--- src/rtl/inst_fetch_pkg.sv ---
// Shared constants and fetch-state encodings for the instruction fetch stage.
package inst_fetch_pkg;

  localparam int          InstAddrBus = 32;
  localparam int          InstBus     = 32;
  localparam logic [31:0] ZeroWord    = 32'h0000_0000;
  localparam logic        Enable      = 1'b1;
  localparam logic        Disable     = 1'b0;

  typedef enum logic [1:0] {
    FetchReset = 2'd0,
    FetchIdle  = 2'd1,
    FetchRun   = 2'd2,
    FetchDrop  = 2'd3
  } fetch_state_e;

  function automatic logic [31:0] align_word(input logic [31:0] addr);
    return addr & 32'hFFFF_FFFC;
  endfunction

endpackage

--- src/rtl/inst_fetch_fifo.sv ---
// Prefetch buffer: DEPTH-entry FIFO of {pc, inst} words with flush and occupancy count.
module fetch_fifo #(
  parameter int DEPTH = 4,
  parameter int WIDTH = 64
) (
  input  logic                         clk,
  input  logic                         rst,
  input  logic                         push_i,
  input  logic                         pop_i,
  input  logic                         flush_i,
  input  logic [WIDTH-1:0]             data_i,
  output logic [$clog2(DEPTH+1)-1:0]   count_o,
  output logic [WIDTH-1:0]             head_o
);

  localparam int CW = $clog2(DEPTH + 1);
  localparam int PW = $clog2(DEPTH);
  localparam logic [CW-1:0] FullCount = CW'(DEPTH);
  localparam logic [PW-1:0] LastPtr   = PW'(DEPTH - 1);

  logic [WIDTH-1:0] mem_q [DEPTH];
  logic [PW-1:0]    rd_q, rd_d, wr_q, wr_d;
  logic [CW-1:0]    count_q, count_d;
  logic             do_push, do_pop;

  // Depth need not be a power of two, so pointers wrap explicitly.
  function automatic logic [PW-1:0] next_ptr(input logic [PW-1:0] p);
    return (p == LastPtr) ? '0 : p + PW'(1);
  endfunction

  always_comb begin
    do_pop  = pop_i && (count_q != '0);
    do_push = push_i && ((count_q != FullCount) || do_pop);
    rd_d    = rd_q;
    wr_d    = wr_q;
    count_d = count_q;
    if (flush_i) begin
      rd_d    = '0;
      wr_d    = '0;
      count_d = '0;
    end else begin
      if (do_pop)  rd_d = next_ptr(rd_q);
      if (do_push) wr_d = next_ptr(wr_q);
      if (do_push && !do_pop)      count_d = count_q + CW'(1);
      else if (do_pop && !do_push) count_d = count_q - CW'(1);
    end
  end

  always_ff @(posedge clk) begin
    if (!rst) begin
      rd_q    <= '0;
      wr_q    <= '0;
      count_q <= '0;
    end else begin
      rd_q    <= rd_d;
      wr_q    <= wr_d;
      count_q <= count_d;
    end
  end

  always_ff @(posedge clk) begin
    if (rst && do_push && !flush_i) mem_q[wr_q] <= data_i;
  end

  assign count_o = count_q;
  assign head_o  = mem_q[rd_q];

endmodule

--- src/rtl/inst_fetch.sv ---
// Instruction fetch with prefetch buffer, single-outstanding req/ack memory port and redirect.
// Optional INST_FETCH_BYPASS_EN forwards an ack straight to decode when the buffer is empty.
//
// state      | meaning
// FetchReset | held in reset; no request, buffer empty
// FetchIdle  | one settle cycle after reset release
// FetchRun   | sequential fetching while the buffer has room
// FetchDrop  | redirect hit an outstanding request; wait for its ack and discard it
module inst_fetch import inst_fetch_pkg::*; #(
  parameter int          DEPTH    = 4,
  parameter logic [31:0] RESET_PC = 32'h0000_0000
) (
  input  logic                   clk,
  input  logic                   rst,
  input  logic                   branch_flag_i,
  input  logic [InstAddrBus-1:0] branch_target_i,
  output logic                   inst_req_o,
  output logic [InstAddrBus-1:0] inst_addr_o,
  input  logic                   inst_ack_i,
  input  logic [InstBus-1:0]     inst_rdata_i,
  output logic                   inst_valid_o,
  input  logic                   inst_ready_i,
  output logic [InstAddrBus-1:0] pc_o,
  output logic [InstBus-1:0]     inst_o
);

  localparam int CW = $clog2(DEPTH + 1);
  localparam logic [CW-1:0] DepthCount = CW'(DEPTH);

  fetch_state_e     state_q, state_d;
  logic [31:0]      fetch_pc_q, fetch_pc_d;
  logic [31:0]      req_addr_q, req_addr_d;
  logic             pending_q, pending_d;
  logic             new_req, ack_acc, discard, keep;
  logic             fifo_push, fifo_pop, fifo_empty;
  logic [CW-1:0]    fifo_count;
  logic [63:0]      fifo_head;

  fetch_fifo #(.DEPTH(DEPTH), .WIDTH(64)) u_fifo (
    .clk     (clk),
    .rst     (rst),
    .push_i  (fifo_push),
    .pop_i   (fifo_pop),
    .flush_i (branch_flag_i),
    .data_i  ({fetch_pc_q, inst_rdata_i}),
    .count_o (fifo_count),
    .head_o  (fifo_head)
  );

  always_comb begin
    state_d    = state_q;
    fetch_pc_d = fetch_pc_q;
    fifo_empty = (fifo_count == '0);

    // A redirect cycle never opens a new request, so nothing stale can become outstanding.
    new_req     = (state_q == FetchRun) && !pending_q && !branch_flag_i &&
                  (fifo_count < DepthCount);
    inst_req_o  = pending_q || new_req;
    inst_addr_o = pending_q ? req_addr_q : fetch_pc_q;
    ack_acc     = inst_req_o && inst_ack_i;
    discard     = branch_flag_i || (state_q == FetchDrop);
    keep        = ack_acc && !discard;
    pending_d   = inst_req_o && !inst_ack_i;
    req_addr_d  = inst_addr_o;

    case (state_q)
      FetchReset: state_d = FetchIdle;
      FetchIdle:  state_d = FetchRun;
      FetchRun:   if (branch_flag_i && pending_q && !inst_ack_i) state_d = FetchDrop;
      FetchDrop:  if (inst_ack_i) state_d = FetchRun;
      default:    state_d = FetchReset;
    endcase

    if (keep) fetch_pc_d = fetch_pc_q + 32'd4;
    if (branch_flag_i && (state_q != FetchReset)) fetch_pc_d = align_word(branch_target_i);

    inst_valid_o = !fifo_empty;
    pc_o         = fifo_empty ? ZeroWord : fifo_head[63:32];
    inst_o       = fifo_empty ? ZeroWord : fifo_head[31:0];
    fifo_push    = keep;
`ifdef INST_FETCH_BYPASS_EN
    if (fifo_empty && keep) begin
      inst_valid_o = Enable;
      pc_o         = fetch_pc_q;
      inst_o       = inst_rdata_i;
      fifo_push    = !inst_ready_i;
    end
`endif
    fifo_pop = inst_valid_o && inst_ready_i;
  end

  always_ff @(posedge clk) begin
    if (!rst) begin
      state_q    <= FetchReset;
      fetch_pc_q <= RESET_PC;
      req_addr_q <= RESET_PC;
      pending_q  <= Disable;
    end else begin
      state_q    <= state_d;
      fetch_pc_q <= fetch_pc_d;
      req_addr_q <= req_addr_d;
      pending_q  <= pending_d;
    end
  end

endmodule

--- config.mk ---
export PLATFORM = sky130hd
export DESIGN_NAME = inst_fetch
export DESIGN_NICKNAME = d
export VERILOG_FILES = /design/src/rtl/inst_fetch_pkg.sv /design/src/rtl/inst_fetch_fifo.sv /design/src/rtl/inst_fetch.sv
export SDC_FILE = /design/constraint.sdc
export NUM_CORES = 1
export LEC_CHECK = 0
export BUFFER_PORTS_ARGS = -buffer_cell sky130_fd_sc_hd__buf_4
export CAP_MARGIN = 40
export CELL_PAD_IN_SITES_DETAIL_PLACEMENT = 1
export CELL_PAD_IN_SITES_GLOBAL_PLACEMENT = 1
export CORE_ASPECT_RATIO = 0.7
export CORE_UTILIZATION = 35
export DETAILED_ROUTE_END_ITERATION = 8
export PLACE_DENSITY_LB_ADDON = 0.08
export SETUP_SLACK_MARGIN = 0.2
export SLEW_MARGIN = 25
export SYNTH_ARGS = -nofsm -noshare
export SYNTH_HDL_FRONTEND = slang
export SYNTH_SLANG_ARGS = --single-unit
--- constraint.sdc ---
create_clock -name clk -period 3.26 [get_ports clk]
set_input_delay 0.326 -clock clk [delete_from_list [all_inputs] [get_ports clk]]
set_output_delay 0.326 -clock clk [all_outputs]
set_load 0.005 [all_outputs]
After elaboration in Yosys (flattened, before gate mapping):

Memories as Yosys holds them, arrays and structs flattened. A register that Yosys moved wholly into a read port is not among the register bits.
Cells that the tools add are included.

* register bits: 74
* bits in writable memories: 256
* input bits: 69
* memories: 1

Memory list
* u_fifo.mem_q: depth 4, bits a word 64, read ports 1, clocked after Yosys merged registers in 1, write ports 1, line inst_fetch_fifo.sv:21 `logic [WIDTH-1:0] mem_q [DEPTH];`

* add/sub/neg operators: 5
* magnitude comparators: 1
* equal/unequal tests: 8
* muxes and demuxes: 16
* bitwise logic cells: 1
* reductions and logical operators: 35

Operators by type and width (count)
* 2-to-1 mux 32 bit: 5
* adder 32 x 3 -> 32 bit, second input constant: 1
* logical AND 1 bit: 16
* 2-to-1 mux 2 bit: 6
* equality test 2 bit, second input constant: 4
* case mux 2 bit (4 select lines): 1
* logical NOT 1 bit: 7
* 2-to-1 mux 3 bit: 2
* nonzero test 2 bit: 3
* adder 2 x 1 -> 2 bit, second input constant: 2
* OR reduction 2 bit: 2
* adder 3 x 1 -> 3 bit, second input constant: 1
* logical NOT 3 bit: 1
* logical OR 1 bit: 3
* < comparator 3 bit, second input constant: 1
* != test 3 bit, second input constant: 1
* nonzero test 3 bit: 1
* subtractor 3 x 1 -> 3 bit, second input constant: 1
* equality test 2 x 1 -> 1 bit, second input constant: 1
* logical NOT 2 bit: 1
* 2-to-1 mux 1 bit: 2
* != test 2 x 1 -> 1 bit, second input constant: 1
* != test 2 bit, second input constant: 1
* AND reduction 2 bit: 1
* NOT 1 bit: 1

Depth between registers and ports, before layout:

* depth after elaboration: 12
* gate-level depth with buffers: 10
* depth with buffers taken out: 10

Hierarchy:

A second synthesis with hierarchy kept.

* cells, all modules: 806
* area, all modules: 13220.2 sq um

Modules (own cells, without submodules)
* fetch_fifo: times used 1, cells each 382, area each 9676.8 sq um, seq. area each 7867.5 sq um
* inst_fetch: times used 1, cells each 424, area each 3543.4 sq um, seq. area each 1301.2 sq um

Least setup slack after synthesis:

Ideal clock, no wire load.

* kind: register to register
* from: register u_fifo.count_q[2], in the netlist u_fifo.count_o[2]
* to: memory u_fifo.mem_q[0][0] (enable)
* setup time: 427 ps
* arrival time: 2539 ps
* setup slack: 294 ps
* cell stages (with the launch flop): 6
* buffers on the path: 0
* clock period less this slack: 2966 ps
* path through: dfxtp_1 > and2b_1 > o211a_1 > o41ai_1 > nor2_1 > and2_1

* cells in the longest elaborated chain, start to end: 10
* elaborated cells between the ends (all ways): 17
* classes of those cells: order compare: 1; eq/ne: 1; mux: 2; reduce/logical: 13

Ends and longest elaborated chain
* start, declared: line inst_fetch_fifo.sv:23 `logic [CW-1:0] count_q, count_d;`
* start signal, assigned: line inst_fetch_fifo.sv:57 `count_q <= count_d;`
* < comparator 3 bit / logical NOT 3 bit (equally long branches): line inst_fetch.sv:57, inst_fetch.sv:53
* logical AND 1 bit / logical NOT 1 bit (equally long branches): line inst_fetch.sv:56, inst_fetch.sv:77
* logical OR 1 bit / logical AND 1 bit (equally long branches): line inst_fetch.sv:58, inst_fetch.sv:89
* logical AND 1 bit (on tied branches): line inst_fetch.sv:60, inst_fetch_fifo.sv:32
* logical AND 1 bit / logical OR 1 bit (equally long branches): line inst_fetch.sv:62, inst_fetch_fifo.sv:33
* logical AND 1 bit (*): line inst_fetch_fifo.sv:33 `do_push = push_i && ((count_q != FullCount) || do_pop);`
* logical AND 1 bit (*) (2 in series): line inst_fetch_fifo.sv:62 `if (rst && do_push && !flush_i) mem_q[wr_q] <= data_i;`
* 2-to-1 mux 1 bit (*): line inst_fetch_fifo.sv:62
* 2-to-1 mux 1 bit (implied by the code) (*): line inst_fetch_fifo.sv:62
* end, declared: line inst_fetch_fifo.sv:21

Every way passes the cells marked *; elsewhere a longest branch is shown, timed or not.

==> results by group <==
Clock tree
  – Clock transition at path regs: 0.06 ns
  – Max Root-Sink Buffers: 3
  – TritonCTS buffer count: 35
  – Total clock sinks: 322
  – PostCTS Resize Cnt: 0
  – Hold bufs inserted after CTS: 24
  – Clk_lat worst skew: 0.52 ns
  – Post-CTS Setup Bufs: 0
  – Root buffer cell: clkbuf_16
  – H-tree depth: 2
  – CTS tree: yes

Routing
  – Post-route ant nets: 0
  – DR DRC count: 0
  – DR WL/cell: 20.7 um
  – Vias: 7301
  – Drt pass-1 iters: 4
  – DRT iter0 DRCs: 362
  – Vias per cell: 4.90
  – Routed WL: 30.8 mm

Setup path
  – R2r startpoint: state_q[1]$_SDFFE_PN0P_
  – Worst R2R Path Depth: 11
  – Critical path required time: 2.93 ns
  – Reg2reg end: u_fifo.count_o[2]$_SDFFE_PP0P_
  – Crit. End Element: output port
  – WS Path Type: flop to output port
  – Worst Setup Start Kind: flop
  – Critical path arrival: 2.35 ns
  – Crit-path max FO: 17
  – Reg2Reg Setup Slack: 0.75 ns

Min path
  – Worst hold stages: 1
  – Hold EP: u_fifo.mem_q[3][31]$_DFFE_PP_
  – Hold Path Class: input port to flop
  – HP Start: inst_rdata_i[31]

Run
  – Maxcap violations: 0

Power
  – Pwr dens: 562 mW/mm2
  – Total power: 9.02 mW
  – Leak pwr: 5.62 nW
  – Worst VDD drop: 272 uV

Floorplan
  – Die X: 231 um
  – Initial Util: 35.6%
  – I/O pin cnt: 167
  – Die ar.: 0.0374 mm2
  – Row count: 58
  – Core region area: 0.0360 mm2
  – Die Ht: 162 um

STA
  – Worst Tran Pin Value: 0.763 ns
  – Fin. Hold Viols: 0
  – Post-route minimum period: 2.67 ns
  – Setup WS post-layout: 0.586 ns
  – Fmax achieved: 0.374 GHz
  – Total negative slack: 0 ns
  – Fin Hold WS: 0.0287 ns
  – Final Max Tran Viols: 0
  – # setup viols final: 0
  – RSZ-0062 raised after global routing: no
  – Clk_skew: 0.0168 ns
  – Slew HR: 48.8%
  – Final worst path period share: 82.0%

Placed design
  – Routability Congestion: 0.703
  – Port Buf Inserts: 162
  – Hpwl dp: 19.2 mm
  – Place WS: 0.691 ns

Status
  – Status: complete, no violations

Logic synthesis
  – Sequential-to-total area share from yosys stat: 69.7%
  – Yosys warnings: 0
  – Post-synth EDFFs: 248
  – Post-synthesis cell count: 780
  – Ys async rst share: 0%
  – Top-area cell type share of the netlist area: 58.1%
  – Synth cell types: 53
  – Cell area after synthesis: 0.0128 mm2
  – Area leader, netlist: edfxtp_1
  – Top cells by area, synth: edfxtp_1 (58%), dfxtp_1 (12%), mux4_2 (11%), and2_1 (4.9%), mux2_2 (2.0%)
  – #FFs+latches synth: 322
  – Post-synth top flop: edfxtp_1
  – Avg Cell Area, Syn: 16.4 um2

Final layout
  – Final design utilization: 44.6%
  – Share of cells above drive strength 1: 33.0%
  – Layout area overhead: 25.2%
  – Filler Cell Count: 3592
  – Nets@finish: 1060

GRT
  – Gr ovfl total: 0
  – Vias in the first global route: 7702
  – Pin count of the biggest net entering global routing: 65
  – Wire length of the first global-routing pass: 47.4 mm
  – Global Route Usage Sum: 16.8%
  – Initial antenna violation count: 0
worst max-delay path, stage by stage (launching register included):
cell     delay, ns
dfxtp_4       0.53
buf_4         0.41
mux4_2        0.55
and2_1        0.21
buf_4         0.14
cell families (layout without fill, tap and decap cells):
family	count (synthesis)	count (layout)	synth area share [%]
xor gates and xnor gates	24	24	1.64
muxes	87	87	13.1
AOI/OAI and AO/OA	82	82	3.65
buffers and inverters	57	284	1.82
adders and majority gates	8	8	0.840
DFF	322	322	69.7
other	1	3	0.0293
and+or+nand+nor	199	199	9.27
cells in the mapped netlist (2+ instances only):
| master | count |
|---|---|
| nor3_1 | 7 |
| nor2b_1 | 2 |
| a31oi_1 | 3 |
| buf_4 | 2 |
| edfxtp_1 | 248 |
| nand4b_1 | 2 |
| dfxtp_1 | 74 |
| inv_1 | 12 |
| clkbuf_1 | 30 |
| o21ai_0 | 34 |
| and4_1 | 3 |
| xor2_1 | 11 |
| buf_2 | 9 |
| mux2_2 | 23 |
| nor4_1 | 2 |
| nand4_1 | 10 |
| ha_1 | 7 |
| a21oi_1 | 28 |
| a41oi_1 | 2 |
| nor2_1 | 21 |
| a311oi_1 | 3 |
| mux4_2 | 62 |
| xnor2_1 | 13 |
| mux2i_1 | 2 |
| a211oi_1 | 4 |
| nand2_1 | 20 |
| buf_1 | 3 |
| or3_1 | 6 |
| and3_1 | 5 |
| nand3_1 | 10 |
| and2_1 | 100 |
report_power, final:
group          total, mW  switching, mW  internal (mW)  leakage [nW]
Combinational      0.596          0.280          0.316          2.21
Sequential          4.63          0.125           4.51          2.87
Clock               3.79           1.58           2.21         0.537
layout make-up:
| class | instances | area, um2 | share of cell area (%) |
|---|---|---|---|
| clock inverters | 12 | 100 | 0.624 |
| multi-input cells | 402 | 3670 | 22.9 |
| well taps | 480 | 601 | 3.74 |
| flip-flops and latches | 322 | 8940 | 55.7 |
| inverters | 13 | 48.8 | 0.304 |
| clock buffers | 50 | 993 | 6.19 |
| repair buffers | 209 | 1690 | 10.5 |
| diodes | 1 | 2.50 | 0.0156 |
metal layers:
layer / global-route usage, % / vias up / part of all wire (%)
met5: 0 / - / 0
met4: 3.70 / 0 / 1.4
met3: 2.98 / 38 / 4.7
met2: 25.7 / 138 / 45
met1: 25.1 / 3728 / 49
li1: - / 3397 / -
flip-flops by register name, indices dropped and copies added, names as in the netlist, named ones only:
signal / count
fetch_pc_q: 30
state_q: 2
u_fifo.rd_q: 2
req_addr_q: 32
u_fifo.wr_q: 2
pending_q: 1
u_fifo.mem_q: 248
u_fifo.count_o: 3
worst max-delay path by stage:
stage                                      to  slack (ns)  cells past startpoint
2_1_floorplan    u_fifo.mem_q[0][0]$_DFFE_PP_        0.29                      5
3_3_place_gp   u_fifo.count_o[2]$_SDFFE_PP0P_        0.79                     11
3_5_place_dp   u_fifo.count_o[2]$_SDFFE_PP0P_        0.69                     12
4_1_cts                              pc_o[26]        0.49                      4
5_1_grt                              pc_o[26]        0.44                      4
6_report                             pc_o[26]        0.59                      4
through the flow:
stage / instances / area [um2]
final: 1489 / 16000
after global routing: 1488 / 16000
after CTS: 1488 / 16000
after detailed placement: 1402 / 14700
after global placement: 1401 / 14700
after floorplan: 781 / 12800
placed cells by master, fill, tap and decap left out, types with 10 or more instances in the layout:
cell / instances
inv_1: 12
mux4_2: 62
a21oi_1: 28
buf_4: 179
nand3_1: 10
nand4_1: 10
nor2_1: 21
nand2_1: 20
and2_1: 96
edfxtp_1: 248
clkbuf_1: 10
xor2_1: 11
o21ai_0: 34
xnor2_1: 13
clkbuf_16: 36
dfxtp_1: 71
mux2_2: 23
dlygate4sd3_1: 24
Note: power is estimated with default switching activity, not from simulation.
